## src/rtl/wb_arbiter2_if.sv

```systemverilog
// Point-to-point Wishbone classic link used on every side of wb_arbiter2.
// err is raised only by the arbiter towards its masters; the shared slave has no error line.
interface wb_arbiter2_if #(
    parameter int AW = 32,
    parameter int DW = 32
);
    logic            cyc;
    logic            stb;
    logic            we;
    logic [AW-1:0]   adr;
    logic [DW-1:0]   dat_w;
    logic [DW/8-1:0] sel;
    logic [DW-1:0]   dat_r;
    logic            ack;
    logic            err;

    modport master (output cyc, stb, we, adr, dat_w, sel, input dat_r, ack);
    modport slave  (input cyc, stb, we, adr, dat_w, sel, output dat_r, ack, err);
endinterface

```

## src/rtl/wb_arbiter2.sv

```systemverilog
// Round-robin two-master Wishbone classic arbiter holding each grant for the whole cyc window.
// Define WB_ARB_TIMEOUT_EN to build the watchdog that aborts beats the slave never acknowledges.
module wb_arbiter2 #(
    parameter int AW      = 32,
    parameter int DW      = 32,
    parameter int TIMEOUT = 255
) (
    input  logic          wb_clk_i,
    input  logic          wb_reset_ni,
    wb_arbiter2_if.slave  m0,
    wb_arbiter2_if.slave  m1,
    wb_arbiter2_if.master s
);

    typedef enum logic [1:0] {
        IDLE,
        GRANT0,
        GRANT1
`ifdef WB_ARB_TIMEOUT_EN
        , ABORT
`endif
    } state_t;

    state_t state_q, state_d;
    logic   last_q, last_d;
    logic   gnt0, gnt1;

    logic            cyc_mux, stb_mux, we_mux;
    logic [AW-1:0]   adr_mux;
    logic [DW-1:0]   dat_mux;
    logic [DW/8-1:0] sel_mux;

    // A grant only drives the slave while its owner still holds cyc, so the release cycle is quiet.
    assign gnt0 = (state_q == GRANT0) && m0.cyc;
    assign gnt1 = (state_q == GRANT1) && m1.cyc;

    always_comb begin
        cyc_mux = 1'b0;
        stb_mux = 1'b0;
        we_mux  = 1'b0;
        adr_mux = '0;
        dat_mux = '0;
        sel_mux = '0;
        if (gnt0) begin
            cyc_mux = m0.cyc;
            stb_mux = m0.stb;
            we_mux  = m0.we;
            adr_mux = m0.adr;
            dat_mux = m0.dat_w;
            sel_mux = m0.sel;
        end else if (gnt1) begin
            cyc_mux = m1.cyc;
            stb_mux = m1.stb;
            we_mux  = m1.we;
            adr_mux = m1.adr;
            dat_mux = m1.dat_w;
            sel_mux = m1.sel;
        end
    end

    assign s.cyc   = cyc_mux;
    assign s.stb   = stb_mux;
    assign s.we    = we_mux;
    assign s.adr   = adr_mux;
    assign s.dat_w = dat_mux;
    assign s.sel   = sel_mux;

    assign m0.dat_r = s.dat_r;
    assign m1.dat_r = s.dat_r;
    assign m0.ack   = gnt0 && s.ack;
    assign m1.ack   = gnt1 && s.ack;

`ifdef WB_ARB_TIMEOUT_EN
    localparam int            WW      = $clog2(TIMEOUT + 1);
    localparam logic [WW-1:0] WD_LAST = WW'(TIMEOUT - 1);

    logic [WW-1:0] wdog_q, wdog_d;
    logic          stall, expire;

    assign stall  = stb_mux && !s.ack;
    assign expire = stall && (wdog_q == WD_LAST);

    // last already names the aborted master while in ABORT.
    assign m0.err = (state_q == ABORT) && !last_q;
    assign m1.err = (state_q == ABORT) && last_q;
`else
    logic unused_timeout;
    assign unused_timeout = (TIMEOUT > 0);

    assign m0.err = 1'b0;
    assign m1.err = 1'b0;
`endif

    always_comb begin
        state_d = state_q;
        last_d  = last_q;
`ifdef WB_ARB_TIMEOUT_EN
        wdog_d  = '0;
`endif
        case (state_q)
            IDLE: begin
                if (m0.cyc && m1.cyc)
                    state_d = last_q ? GRANT0 : GRANT1;
                else if (m0.cyc)
                    state_d = GRANT0;
                else if (m1.cyc)
                    state_d = GRANT1;
            end
            GRANT0, GRANT1: begin
                if (!(gnt0 || gnt1)) begin
                    state_d = IDLE;
                    last_d  = (state_q == GRANT1);
                end
`ifdef WB_ARB_TIMEOUT_EN
                else if (expire) begin
                    state_d = ABORT;
                    last_d  = (state_q == GRANT1);
                end else if (stall) begin
                    wdog_d = (wdog_q == '1) ? wdog_q : wdog_q + 1'b1;
                end else if (!s.ack) begin
                    wdog_d = wdog_q;
                end
`endif
            end
`ifdef WB_ARB_TIMEOUT_EN
            ABORT: state_d = IDLE;
`endif
            default: state_d = IDLE;
        endcase
    end

    always_ff @(posedge wb_clk_i) begin
        if (!wb_reset_ni) begin
            state_q <= IDLE;
            last_q  <= 1'b1;
`ifdef WB_ARB_TIMEOUT_EN
            wdog_q  <= '0;
`endif
        end else begin
            state_q <= state_d;
            last_q  <= last_d;
`ifdef WB_ARB_TIMEOUT_EN
            wdog_q  <= wdog_d;
`endif
        end
    end

endmodule
```

## src/flat_wrapper.sv

```systemverilog
// flat-port wrapper written by rule: the top's interface ports become plain ports
module wb_arbiter2_flat 
#(
    parameter int AW      = 32,
    parameter int DW      = 32,
    parameter int TIMEOUT = 255
)
  (wb_clk_i, wb_reset_ni, m0_cyc, m0_stb, m0_we, m0_adr, m0_dat_w, m0_sel, m0_dat_r, m0_ack, m0_err, m1_cyc, m1_stb, m1_we, m1_adr, m1_dat_w, m1_sel, m1_dat_r, m1_ack, m1_err, s_cyc, s_stb, s_we, s_adr, s_dat_w, s_sel, s_dat_r, s_ack);
  wb_arbiter2_if #(.AW(AW), .DW(DW)) m0_i ();
  wb_arbiter2_if #(.AW(AW), .DW(DW)) m1_i ();
  wb_arbiter2_if #(.AW(AW), .DW(DW)) s_i ();
  input  logic wb_clk_i;
  input  logic wb_reset_ni;
  input wire logic [$bits(m0_i.cyc)-1:0] m0_cyc;
  input wire logic [$bits(m0_i.stb)-1:0] m0_stb;
  input wire logic [$bits(m0_i.we)-1:0] m0_we;
  input wire logic [$bits(m0_i.adr)-1:0] m0_adr;
  input wire logic [$bits(m0_i.dat_w)-1:0] m0_dat_w;
  input wire logic [$bits(m0_i.sel)-1:0] m0_sel;
  output wire logic [$bits(m0_i.dat_r)-1:0] m0_dat_r;
  output wire logic [$bits(m0_i.ack)-1:0] m0_ack;
  output wire logic [$bits(m0_i.err)-1:0] m0_err;
  input wire logic [$bits(m1_i.cyc)-1:0] m1_cyc;
  input wire logic [$bits(m1_i.stb)-1:0] m1_stb;
  input wire logic [$bits(m1_i.we)-1:0] m1_we;
  input wire logic [$bits(m1_i.adr)-1:0] m1_adr;
  input wire logic [$bits(m1_i.dat_w)-1:0] m1_dat_w;
  input wire logic [$bits(m1_i.sel)-1:0] m1_sel;
  output wire logic [$bits(m1_i.dat_r)-1:0] m1_dat_r;
  output wire logic [$bits(m1_i.ack)-1:0] m1_ack;
  output wire logic [$bits(m1_i.err)-1:0] m1_err;
  output wire logic [$bits(s_i.cyc)-1:0] s_cyc;
  output wire logic [$bits(s_i.stb)-1:0] s_stb;
  output wire logic [$bits(s_i.we)-1:0] s_we;
  output wire logic [$bits(s_i.adr)-1:0] s_adr;
  output wire logic [$bits(s_i.dat_w)-1:0] s_dat_w;
  output wire logic [$bits(s_i.sel)-1:0] s_sel;
  input wire logic [$bits(s_i.dat_r)-1:0] s_dat_r;
  input wire logic [$bits(s_i.ack)-1:0] s_ack;
  assign m0_i.cyc = m0_cyc;
  assign m0_i.stb = m0_stb;
  assign m0_i.we = m0_we;
  assign m0_i.adr = m0_adr;
  assign m0_i.dat_w = m0_dat_w;
  assign m0_i.sel = m0_sel;
  assign m0_dat_r = m0_i.dat_r;
  assign m0_ack = m0_i.ack;
  assign m0_err = m0_i.err;
  assign m1_i.cyc = m1_cyc;
  assign m1_i.stb = m1_stb;
  assign m1_i.we = m1_we;
  assign m1_i.adr = m1_adr;
  assign m1_i.dat_w = m1_dat_w;
  assign m1_i.sel = m1_sel;
  assign m1_dat_r = m1_i.dat_r;
  assign m1_ack = m1_i.ack;
  assign m1_err = m1_i.err;
  assign s_cyc = s_i.cyc;
  assign s_stb = s_i.stb;
  assign s_we = s_i.we;
  assign s_adr = s_i.adr;
  assign s_dat_w = s_i.dat_w;
  assign s_sel = s_i.sel;
  assign s_i.dat_r = s_dat_r;
  assign s_i.ack = s_ack;
  wb_arbiter2 #(.AW(AW), .DW(DW), .TIMEOUT(TIMEOUT)) u_core (.wb_clk_i(wb_clk_i), .wb_reset_ni(wb_reset_ni), .m0(m0_i), .m1(m1_i), .s(s_i));
endmodule
```

## config.mk

```make
export PLATFORM = sky130hd
export DESIGN_NAME = wb_arbiter2_flat
export DESIGN_NICKNAME = d
export VERILOG_FILES = /design/src/rtl/wb_arbiter2_if.sv /design/src/rtl/wb_arbiter2.sv /design/src/flat_wrapper.sv
export SDC_FILE = /design/constraint.sdc
export NUM_CORES = 1
export LEC_CHECK = 0
export ABC_CLOCK_PERIOD_IN_PS = 2700
export CAP_MARGIN = 30
export CORE_AREA = 8 8 116 118
export DETAILED_ROUTE_END_ITERATION = 10
export DIE_AREA = 0 0 124 126
export SYNTH_ARGS = -nofsm -noshare
export SYNTH_HDL_FRONTEND = slang
export SYNTH_SLANG_ARGS = --single-unit
```

## constraint.sdc

```tcl
create_clock -name wb_clk_i -period 2.7 [get_ports wb_clk_i]
set_input_delay 0.54 -clock wb_clk_i [delete_from_list [all_inputs] [get_ports wb_clk_i]]
set_output_delay 0.54 -clock wb_clk_i [all_outputs]
set_load 0.02 [all_outputs]
```

==> metrics.txt, run 1 <==
# TYPE chip_impl_metric gauge
chip_impl_info{name="outcome",value="finished, final reports clean"} 1
chip_impl_metric{name="remaining_drc_errors",unit=""} 0
chip_impl_metric{name="clkSlewWorstSetupHoldPaths",unit="ns"} 0.03
chip_impl_info{name="clock-root-buffer",value="sky130_fd_sc_hd__clkbuf_16"} 1
chip_impl_metric{name="worst_clock_skew",unit="ns"} 0.000251
chip_impl_metric{name="critical_path_peak_fanout",unit=""} 24
chip_impl_metric{name="groute.layer.met2.usage",unit=""} 0.187
chip_impl_info{name="layout_commonest_cell",value="sky130_fd_sc_hd__clkdlybuf4s50_1"} 1
chip_impl_metric{name="fp.dieArea",unit="sq um"} 15600
chip_impl_metric{name="yosys_register_bits",unit=""} 3
chip_impl_metric{name="power.share.switching",unit=""} 0.354
chip_impl_metric{name="placement.io_buffers",unit=""} 217
chip_impl_info{name="cp_slowest_cell",value="sky130_fd_sc_hd__clkdlybuf4s50_1"} 1
chip_impl_metric{name="design.final.nets",unit=""} 510
chip_impl_info{name="critical_path.reg2reg.endpoint",value="u_core.state_q[1]"} 1
chip_impl_metric{name="core-area",unit="sq um"} 11700
chip_impl_metric{name="total_leakage_power",unit="uW"} 0.00154
chip_impl_info{name="tritoncts_clock_tree",value="yes"} 1
chip_impl_metric{name="buffer_depth_of_the_longest_clock_path",unit=""} 2
chip_impl_metric{name="peakVddDrop",unit="mV"} 0.294
chip_impl_info{name="hold_path.class",value="reg -> reg"} 1
chip_impl_metric{name="syn_area_per_cell",unit="sq um"} 8.30
chip_impl_metric{name="netlist_area",unit="sq um"} 1500
chip_impl_metric{name="drv_slew",unit=""} 0
chip_impl_metric{name="vias",unit=""} 1944
chip_impl_metric{name="post-dp-hpwl",unit="microns"} 7580
chip_impl_info{name="worst_hold_end",value="u_core.state_q[0]"} 1
chip_impl_info{name="crit_chain",value="clkdlybuf4s50_1 > and3_2 > bufbuf_16 > a22o_1 > dlygate4sd2_1"} 1
chip_impl_info{name="timing.setup.critical_path_class",value="in -> out"} 1
chip_impl_metric{name="gp_congestion",unit=""} 0.788
chip_impl_metric{name="netSwitchingPower",unit="uW"} 347
chip_impl_metric{name="avgViaCountPerCell",unit=""} 4.08
chip_impl_metric{name="diodes",unit=""} 0
chip_impl_metric{name="seqPwrFrac",unit=""} 0.059
chip_impl_metric{name="number_of_failing_hold_endpoints_at_the_final_stage",unit=""} 0
chip_impl_metric{name="min_path_cells",unit=""} 2
chip_impl_metric{name="critical_path_required",unit="ns"} 2.16
chip_impl_metric{name="fin_setup_tns",unit="ns"} 0
chip_impl_info{name="layout_common_cells",value="146 x sky130_fd_sc_hd__clkdlybuf4s50_1, 70 x sky130_fd_sc_hd__a22o_1, 56 x sky130_fd_sc_hd__dlygate4sd2_1"} 1
chip_impl_metric{name="chipHeight",unit="microns"} 126
chip_impl_metric{name="die-width",unit="microns"} 124
chip_impl_info{name="grt_setup_unrepaired",value="false"} 1
chip_impl_metric{name="post-layout-total-power",unit="uW"} 980
chip_impl_info{name="end_kind",value="primary output"} 1
chip_impl_metric{name="rows",unit=""} 40
chip_impl_metric{name="start_util",unit=""} 0.128
chip_impl_metric{name="layout_min_cycle_time",unit="ns"} 2.65
chip_impl_metric{name="cts-buffers-inserted",unit=""} 3
chip_impl_metric{name="htreeDepth",unit=""} 1
chip_impl_metric{name="wl_per_cell",unit="microns"} 18.4
chip_impl_metric{name="insertion_delay",unit="ns"} 0.23
chip_impl_metric{name="sequential_share_of_the_synthesized_area",unit=""} 0.0400
chip_impl_metric{name="period_share",unit=""} 0.982
chip_impl_metric{name="drt_first_pass_iters",unit=""} 4
chip_impl_metric{name="number_of_global_route_vias_before_repair",unit=""} 2151
chip_impl_metric{name="cp.arrival",unit="ns"} 2.11
chip_impl_metric{name="post_route_cells_drive_above_1_share",unit=""} 0.0608
chip_impl_metric{name="global_route.usage.total",unit=""} 0.100
chip_impl_metric{name="dr.first_iter.drc_count",unit=""} 54
chip_impl_metric{name="cts_setup_buffers",unit=""} 0
chip_impl_metric{name="cp_slowest_stage_delay",unit="ns"} 0.49
chip_impl_metric{name="clock_power_share",unit=""} 0.242
chip_impl_metric{name="tritoncts_num_sinks",unit=""} 3
chip_impl_metric{name="upper_clock_frequency_limit",unit="MHz"} 377
chip_impl_info{name="critical_path.startpoint_type",value="input port"} 1
chip_impl_metric{name="final_antenna_net_count",unit=""} 0
chip_impl_metric{name="whs",unit="ns"} 0.472
chip_impl_info{name="worstSetupStartpoint",value="m1_cyc"} 1
chip_impl_metric{name="drt_wl_total",unit="microns"} 8760
chip_impl_metric{name="timing.reg2reg.worst_path_depth",unit=""} 5
chip_impl_metric{name="syn-instance-count",unit=""} 181
chip_impl_info{name="worstReg2RegStart",value="u_core.state_q[1]"} 1
chip_impl_metric{name="grt_util_met3",unit=""} 0.0344
chip_impl_metric{name="final.fill_count",unit=""} 1257
chip_impl_metric{name="setup_violations",unit=""} 0
chip_impl_metric{name="grt_start_max_net_pins",unit=""} 38
chip_impl_metric{name="antenna_found_initial",unit=""} 0
chip_impl_metric{name="comb_power_frac",unit=""} 0.699
chip_impl_metric{name="flow.area_growth_from_synthesis",unit="%"} 122
chip_impl_metric{name="synth.distinct_cells",unit=""} 23
chip_impl_metric{name="grt_pass1_wl",unit="microns"} 12500
chip_impl_metric{name="cap_viol_max_count",unit=""} 0
chip_impl_info{name="routing_layer_with_the_top_usage_in_global_route",value="met2"} 1
chip_impl_metric{name="powerDensity",unit="nW/um^2"} 294
chip_impl_metric{name="r2r_setup_slk",unit="ns"} 1.20
chip_impl_metric{name="yosysWarningCount",unit=""} 0
chip_impl_metric{name="p_int",unit="uW"} 634
chip_impl_metric{name="met1_usage",unit=""} 0.102
chip_impl_metric{name="globalRoute.totalOverflow",unit=""} 0
chip_impl_metric{name="io_pins",unit=""} 316
chip_impl_info{name="hold_path_startpoint",value="u_core.state_q[0]"} 1
## routing by layer
metal  vias to the layer above  share of wire
li1                        908              -
met1                       876           0.34
met2                       134           0.51
met3                        26           0.13
met4                         0          0.017
met5                         -              0
## per-stage QoR
| stage | worst slack, ns | area [sq um] | instances | utilization |
|---|---|---|---|---|
| 2_1_floorplan | 0.819 | 1510 | 182 | - |
| 3_3_place_gp | -0.296 | 3290 | 471 | 0.281 |
| 3_5_place_dp | -0.322 | 3290 | 471 | 0.281 |
| 4_1_cts | 0.0187 | 3320 | 476 | 0.284 |
| 5_1_grt | 0.00155 | 3330 | 476 | 0.285 |
| 6_report | 0.0487 | 3330 | 476 | 0.285 |
## cells by family (layout without fill, tap and decap cells)
group / after synthesis / in the layout / share of synthesized area
mux: 2 / 2 / 0.0133
simple gates: 12 / 12 / 0.0442
compound gates: 75 / 75 / 0.433
fa+ha+maj: 3 / 3 / 0.0250
other cells: 1 / 2 / 0.00250
flops: 3 / 3 / 0.0400
buf+inv: 85 / 232 / 0.442
## cells in the mapped netlist
cell type | number | share of area
sky130_fd_sc_hd__a22o_2 | 1 | 0.0067
sky130_fd_sc_hd__nand4_1 | 1 | 0.0042
sky130_fd_sc_hd__nand2b_1 | 1 | 0.0042
sky130_fd_sc_hd__buf_8 | 7 | 0.070
sky130_fd_sc_hd__nor3b_1 | 1 | 0.0050
sky130_fd_sc_hd__a22o_1 | 70 | 0.41
sky130_fd_sc_hd__and3_2 | 1 | 0.0050
sky130_fd_sc_hd__and2_2 | 1 | 0.0050
sky130_fd_sc_hd__a22oi_1 | 1 | 0.0050
sky130_fd_sc_hd__buf_4 | 66 | 0.33
sky130_fd_sc_hd__mux2i_1 | 2 | 0.013
sky130_fd_sc_hd__o21ai_0 | 1 | 0.0033
sky130_fd_sc_hd__a21o_2 | 1 | 0.0058
sky130_fd_sc_hd__a31oi_1 | 1 | 0.0042
sky130_fd_sc_hd__and3_1 | 2 | 0.0083
sky130_fd_sc_hd__nor2_1 | 1 | 0.0025
sky130_fd_sc_hd__ha_1 | 3 | 0.025
sky130_fd_sc_hd__inv_1 | 3 | 0.0075
sky130_fd_sc_hd__dfxtp_1 | 3 | 0.040
sky130_fd_sc_hd__nand2_1 | 4 | 0.010
sky130_fd_sc_hd__buf_2 | 8 | 0.027
sky130_fd_sc_hd__buf_6 | 1 | 0.0075
sky130_fd_sc_hd__conb_1 | 1 | 0.0025
## worst max path at each step
stage                 endpoint  slack, ns  cells after the start
CTS                  s_adr[31]       0.02                      5
global placement    s_dat_w[4]      -0.30                      6
finish                s_adr[1]       0.05                      5
global route         s_adr[29]      0.002                      7
detailed placement  s_dat_w[4]      -0.32                      6
floorplan             s_adr[0]       0.82                      6
## critical path: cells and delay by family
kind	cells	cell delay, ns
buffers and inverters	3	1.17
and+or+nand+nor	1	0.25
AOI/OAI and AO/OA	1	0.14
## what timing repair did
item	in CTS	in global routing
gates resized for setup	69	13
cloned	1	0
endpoints found under the setup margin	67	12
hold buffers	0	0
## power by group through the flow
stage | combinational, uW | sequential, uW | clock [uW]
floorplan | 462 | 57.0 | 0
global placement | 737 | 57.7 | 0
global route | 730 | 59.0 | 241
CTS | 694 | 57.8 | 241
detailed placement | 739 | 58.2 | 0
finish | 685 | 57.5 | 238
## sequential cells by signal, summed over array words and instances, names as in the netlist
signal,count
u_core.last_q,1
u_core.state_q,2
## cell type report
cell class              instances  area (sq um)  share of cell area
flip-flops and latches          3          60.1              0.0180
well taps                     147           184              0.0552
clock buffers                   4          78.8              0.0236
multi-input cells              94           783               0.235
inverters                       3          11.3             0.00338
repair buffers                225          2220               0.665
No activity file was read; power rests on OpenSTA's default activity.
==> inputs of run 2 (changes only) <==
- CORE_AREA: 8 8 116 118 -> 8 8 117 119
- CTS_BUF_LIST: unset -> sky130_fd_sc_hd__clkbuf_8
- DIE_AREA: 0 0 124 126 -> 0 0 125 127
==> metrics.txt, run 2 (synthesized netlist as in run 1, its figures left out) <==
# TYPE chip_impl_metric gauge
chip_impl_info{name="end_kind",value="primary output"} 1
chip_impl_metric{name="worst_clock_skew",unit="ns"} 0.00169
chip_impl_metric{name="insertion_delay",unit="ns"} 0.22
chip_impl_metric{name="diodes",unit=""} 0
chip_impl_metric{name="global_route.usage.total",unit=""} 0.0994
chip_impl_metric{name="cts-buffers-inserted",unit=""} 3
chip_impl_metric{name="design_area",unit="sq um"} 3290
chip_impl_metric{name="layout_min_cycle_time",unit="ns"} 2.61
chip_impl_metric{name="post_route_cells_drive_above_1_share",unit=""} 0.0636
chip_impl_info{name="layout_top_registers",value="u_core.state_q x2, u_core.last_q x1"} 1
chip_impl_info{name="worstSetupStartpoint",value="m0_cyc"} 1
chip_impl_metric{name="cp_num_cells",unit=""} 5
chip_impl_metric{name="rows",unit=""} 40
chip_impl_info{name="cp_slowest_cell",value="sky130_fd_sc_hd__clkdlybuf4s50_1"} 1
chip_impl_metric{name="r2r_setup_slk",unit="ns"} 1.21
chip_impl_metric{name="placement.io_buffers",unit=""} 217
chip_impl_metric{name="power.share.switching",unit=""} 0.390
chip_impl_metric{name="final_antenna_net_count",unit=""} 0
chip_impl_metric{name="io_pins",unit=""} 316
chip_impl_metric{name="worst-path-buf-inv",unit=""} 3
chip_impl_metric{name="period_share",unit=""} 0.968
chip_impl_metric{name="wl_met1",unit="microns"} 3320
chip_impl_info{name="hold_path.class",value="reg -> reg"} 1
chip_impl_metric{name="drt_wl_total",unit="microns"} 8720
chip_impl_metric{name="start_util",unit=""} 0.127
chip_impl_metric{name="htreeDepth",unit=""} 1
chip_impl_metric{name="wl_per_cell",unit="microns"} 18.3
chip_impl_info{name="clock-root-buffer",value="sky130_fd_sc_hd__clkbuf_8"} 1
chip_impl_metric{name="setup_violations",unit=""} 0
chip_impl_metric{name="grt_pass1_wl",unit="microns"} 12800
chip_impl_metric{name="drt_first_pass_iters",unit=""} 4
chip_impl_metric{name="antenna_found_initial",unit=""} 0
chip_impl_metric{name="dr_wl_met3",unit="microns"} 841
chip_impl_info{name="worstReg2RegStart",value="u_core.state_q[0]"} 1
chip_impl_metric{name="cp_slowest_stage_delay",unit="ns"} 0.51
chip_impl_metric{name="seqPwrFrac",unit=""} 0.066
chip_impl_info{name="grt_setup_unrepaired",value="false"} 1
chip_impl_metric{name="drv_slew",unit=""} 0
chip_impl_metric{name="core-area",unit="sq um"} 11800
chip_impl_metric{name="number_of_global_route_vias_before_repair",unit=""} 2156
chip_impl_metric{name="clock_power_share",unit=""} 0.148
chip_impl_metric{name="post-dp-hpwl",unit="microns"} 7670
chip_impl_metric{name="comb_power_frac",unit=""} 0.785
chip_impl_metric{name="post-route-worst-setup-slack",unit="ns"} 0.0873
chip_impl_metric{name="dp_slack",unit="ns"} -0.276
chip_impl_metric{name="die-width",unit="microns"} 125
chip_impl_metric{name="peakVddDrop",unit="mV"} 0.145
chip_impl_metric{name="flow.area_growth_from_synthesis",unit="%"} 119
chip_impl_metric{name="tritoncts_num_sinks",unit=""} 3
chip_impl_metric{name="globalRoute.totalOverflow",unit=""} 0
chip_impl_metric{name="vias",unit=""} 1963
chip_impl_metric{name="clkSlewWorstSetupHoldPaths",unit="ns"} 0.03
chip_impl_metric{name="cap_viol_max_count",unit=""} 0
chip_impl_metric{name="upper_clock_frequency_limit",unit="MHz"} 383
chip_impl_info{name="outcome",value="finished, final reports clean"} 1
chip_impl_info{name="dr.max_layer_used",value="met4"} 1
chip_impl_info{name="critPathTopFamily",value="buffers and inverters"} 1
chip_impl_metric{name="p_int",unit="uW"} 531
chip_impl_metric{name="total_leakage_power",unit="uW"} 0.00156
chip_impl_metric{name="chipHeight",unit="microns"} 127
chip_impl_metric{name="cts_hold_buffers",unit=""} 0
chip_impl_info{name="critical_path.reg2reg.endpoint",value="u_core.state_q[1]"} 1
chip_impl_metric{name="post_dp_cell_area",unit="sq um"} 3340
chip_impl_metric{name="detailroute.wirelength.met2",unit="microns"} 4350
chip_impl_info{name="critical_path.startpoint_type",value="input port"} 1
chip_impl_metric{name="largest_register_ff_count",unit=""} 2
chip_impl_metric{name="grt_start_max_net_pins",unit=""} 40
chip_impl_metric{name="remaining_drc_errors",unit=""} 0
chip_impl_metric{name="cp.arrival",unit="ns"} 2.07
chip_impl_metric{name="number_of_failing_hold_endpoints_at_the_final_stage",unit=""} 0
chip_impl_info{name="layout_common_cells",value="147 x sky130_fd_sc_hd__clkdlybuf4s50_1, 70 x sky130_fd_sc_hd__a22o_1, 65 x sky130_fd_sc_hd__dlygate4sd2_1"} 1
chip_impl_info{name="layout_commonest_cell",value="sky130_fd_sc_hd__clkdlybuf4s50_1"} 1
chip_impl_metric{name="dr.first_iter.drc_count",unit=""} 46
chip_impl_metric{name="critical_path_peak_fanout",unit=""} 39
chip_impl_info{name="tritoncts_clock_tree",value="yes"} 1
chip_impl_metric{name="gp_congestion",unit=""} 0.783
chip_impl_metric{name="design.final.nets",unit=""} 511
chip_impl_metric{name="critical_path_required",unit="ns"} 2.16
chip_impl_info{name="timing.setup.critical_path_class",value="in -> out"} 1
chip_impl_info{name="worstSetupEndpoint",value="s_dat_w[18]"} 1
chip_impl_metric{name="netSwitchingPower",unit="uW"} 339
chip_impl_metric{name="powerDensity",unit="nW/um^2"} 264
chip_impl_info{name="crit_chain",value="clkdlybuf4s50_1 > and2_2 > buf_12 > a22o_1 > dlygate4sd2_1"} 1
chip_impl_metric{name="fp.dieArea",unit="sq um"} 15900
chip_impl_metric{name="avgViaCountPerCell",unit=""} 4.12
chip_impl_metric{name="timing.reg2reg.worst_path_depth",unit=""} 5
chip_impl_metric{name="buffer_depth_of_the_longest_clock_path",unit=""} 2
chip_impl_info{name="max_flop_register",value="u_core.state_q"} 1
run 2: changes by cell type in the layout (fill, tap and decap cells not counted), sizes merged:
cell           before  now
bufbuf              1    0
clkdlybuf4s15      11    1
clkdlybuf4s50     146  147
clkbuf              5    6
inv                 3    4
dlygate4sd2        56   65
run 2: what timing repair did:
item	in CTS	in global routing
resized for setup	71	6
setup endpoints to repair	69	61
buffers inserted	0	0
run 2: worst min-delay path by stage:
stage | cells after the start | from | endpoint | slack (ns)
after CTS | 2 | u_core.state_q[1] | u_core.state_q[1] | 0.49
after global placement | 2 | u_core.state_q[1] | u_core.state_q[1] | 0.46
after detailed placement | 2 | u_core.state_q[1] | u_core.state_q[1] | 0.48
final | 2 | u_core.state_q[0] | u_core.state_q[0] | 0.48
after global routing | 2 | u_core.state_q[1] | u_core.state_q[1] | 0.50
after floorplan | 2 | u_core.state_q[1] | u_core.state_q[1] | 0.45
run 2: layout make-up:
cell class	instances	area [sq um]
timing repair buffer	226	2200
clock inverter	1	3.75
tap	147	184
clock buffer	3	41.3
multi-input combinational	94	787
inverter	3	11.3
fill	1291	8520
sequential	3	60.1
run 2: routing by layer:
| metal | up-vias | track usage |
|---|---|---|
| met4 | 0 | 0.0337 |
| li1 | 909 | - |
| met1 | 877 | 0.106 |
| met5 | - | 0 |
| met3 | 37 | 0.0345 |
| met2 | 140 | 0.180 |
run 2: through the flow:
stage	cells	power, uW	hold WS [ns]	util	TNS (ns)
after floorplan	182	518	0.451	-	0
after CTS	477	883	0.485	0.279	0
after global placement	473	808	0.464	0.283	-12.83
final	477	870	0.478	0.279	0
after detailed placement	473	812	0.476	0.283	-12.93
after global routing	477	924	0.498	0.279	0
run 2: power by group through the flow:
stage	logic (uW)	clock network, uW	registers [uW]
4_1_cts	693	132	57.6
2_1_floorplan	462	0	57.0
6_report	683	129	57.6
5_1_grt	727	138	58.9
3_3_place_gp	751	0	57.5
3_5_place_dp	753	0	58.4
run 2: worst register-to-register path: stages (launching register included):
cell	delay [ns]
sky130_fd_sc_hd__dfxtp_1	0.34
sky130_fd_sc_hd__inv_1	0.07
sky130_fd_sc_hd__ha_1	0.24
sky130_fd_sc_hd__a22o_2	0.25
sky130_fd_sc_hd__a22oi_1	0.31
sky130_fd_sc_hd__mux2i_1	0.22
==> inputs of run 3 (changes only) <==
- HOLD_SLACK_MARGIN: unset -> 0.05
==> results of run 3 <==
Final layout, timing and power as in run 2 (identical DEF).
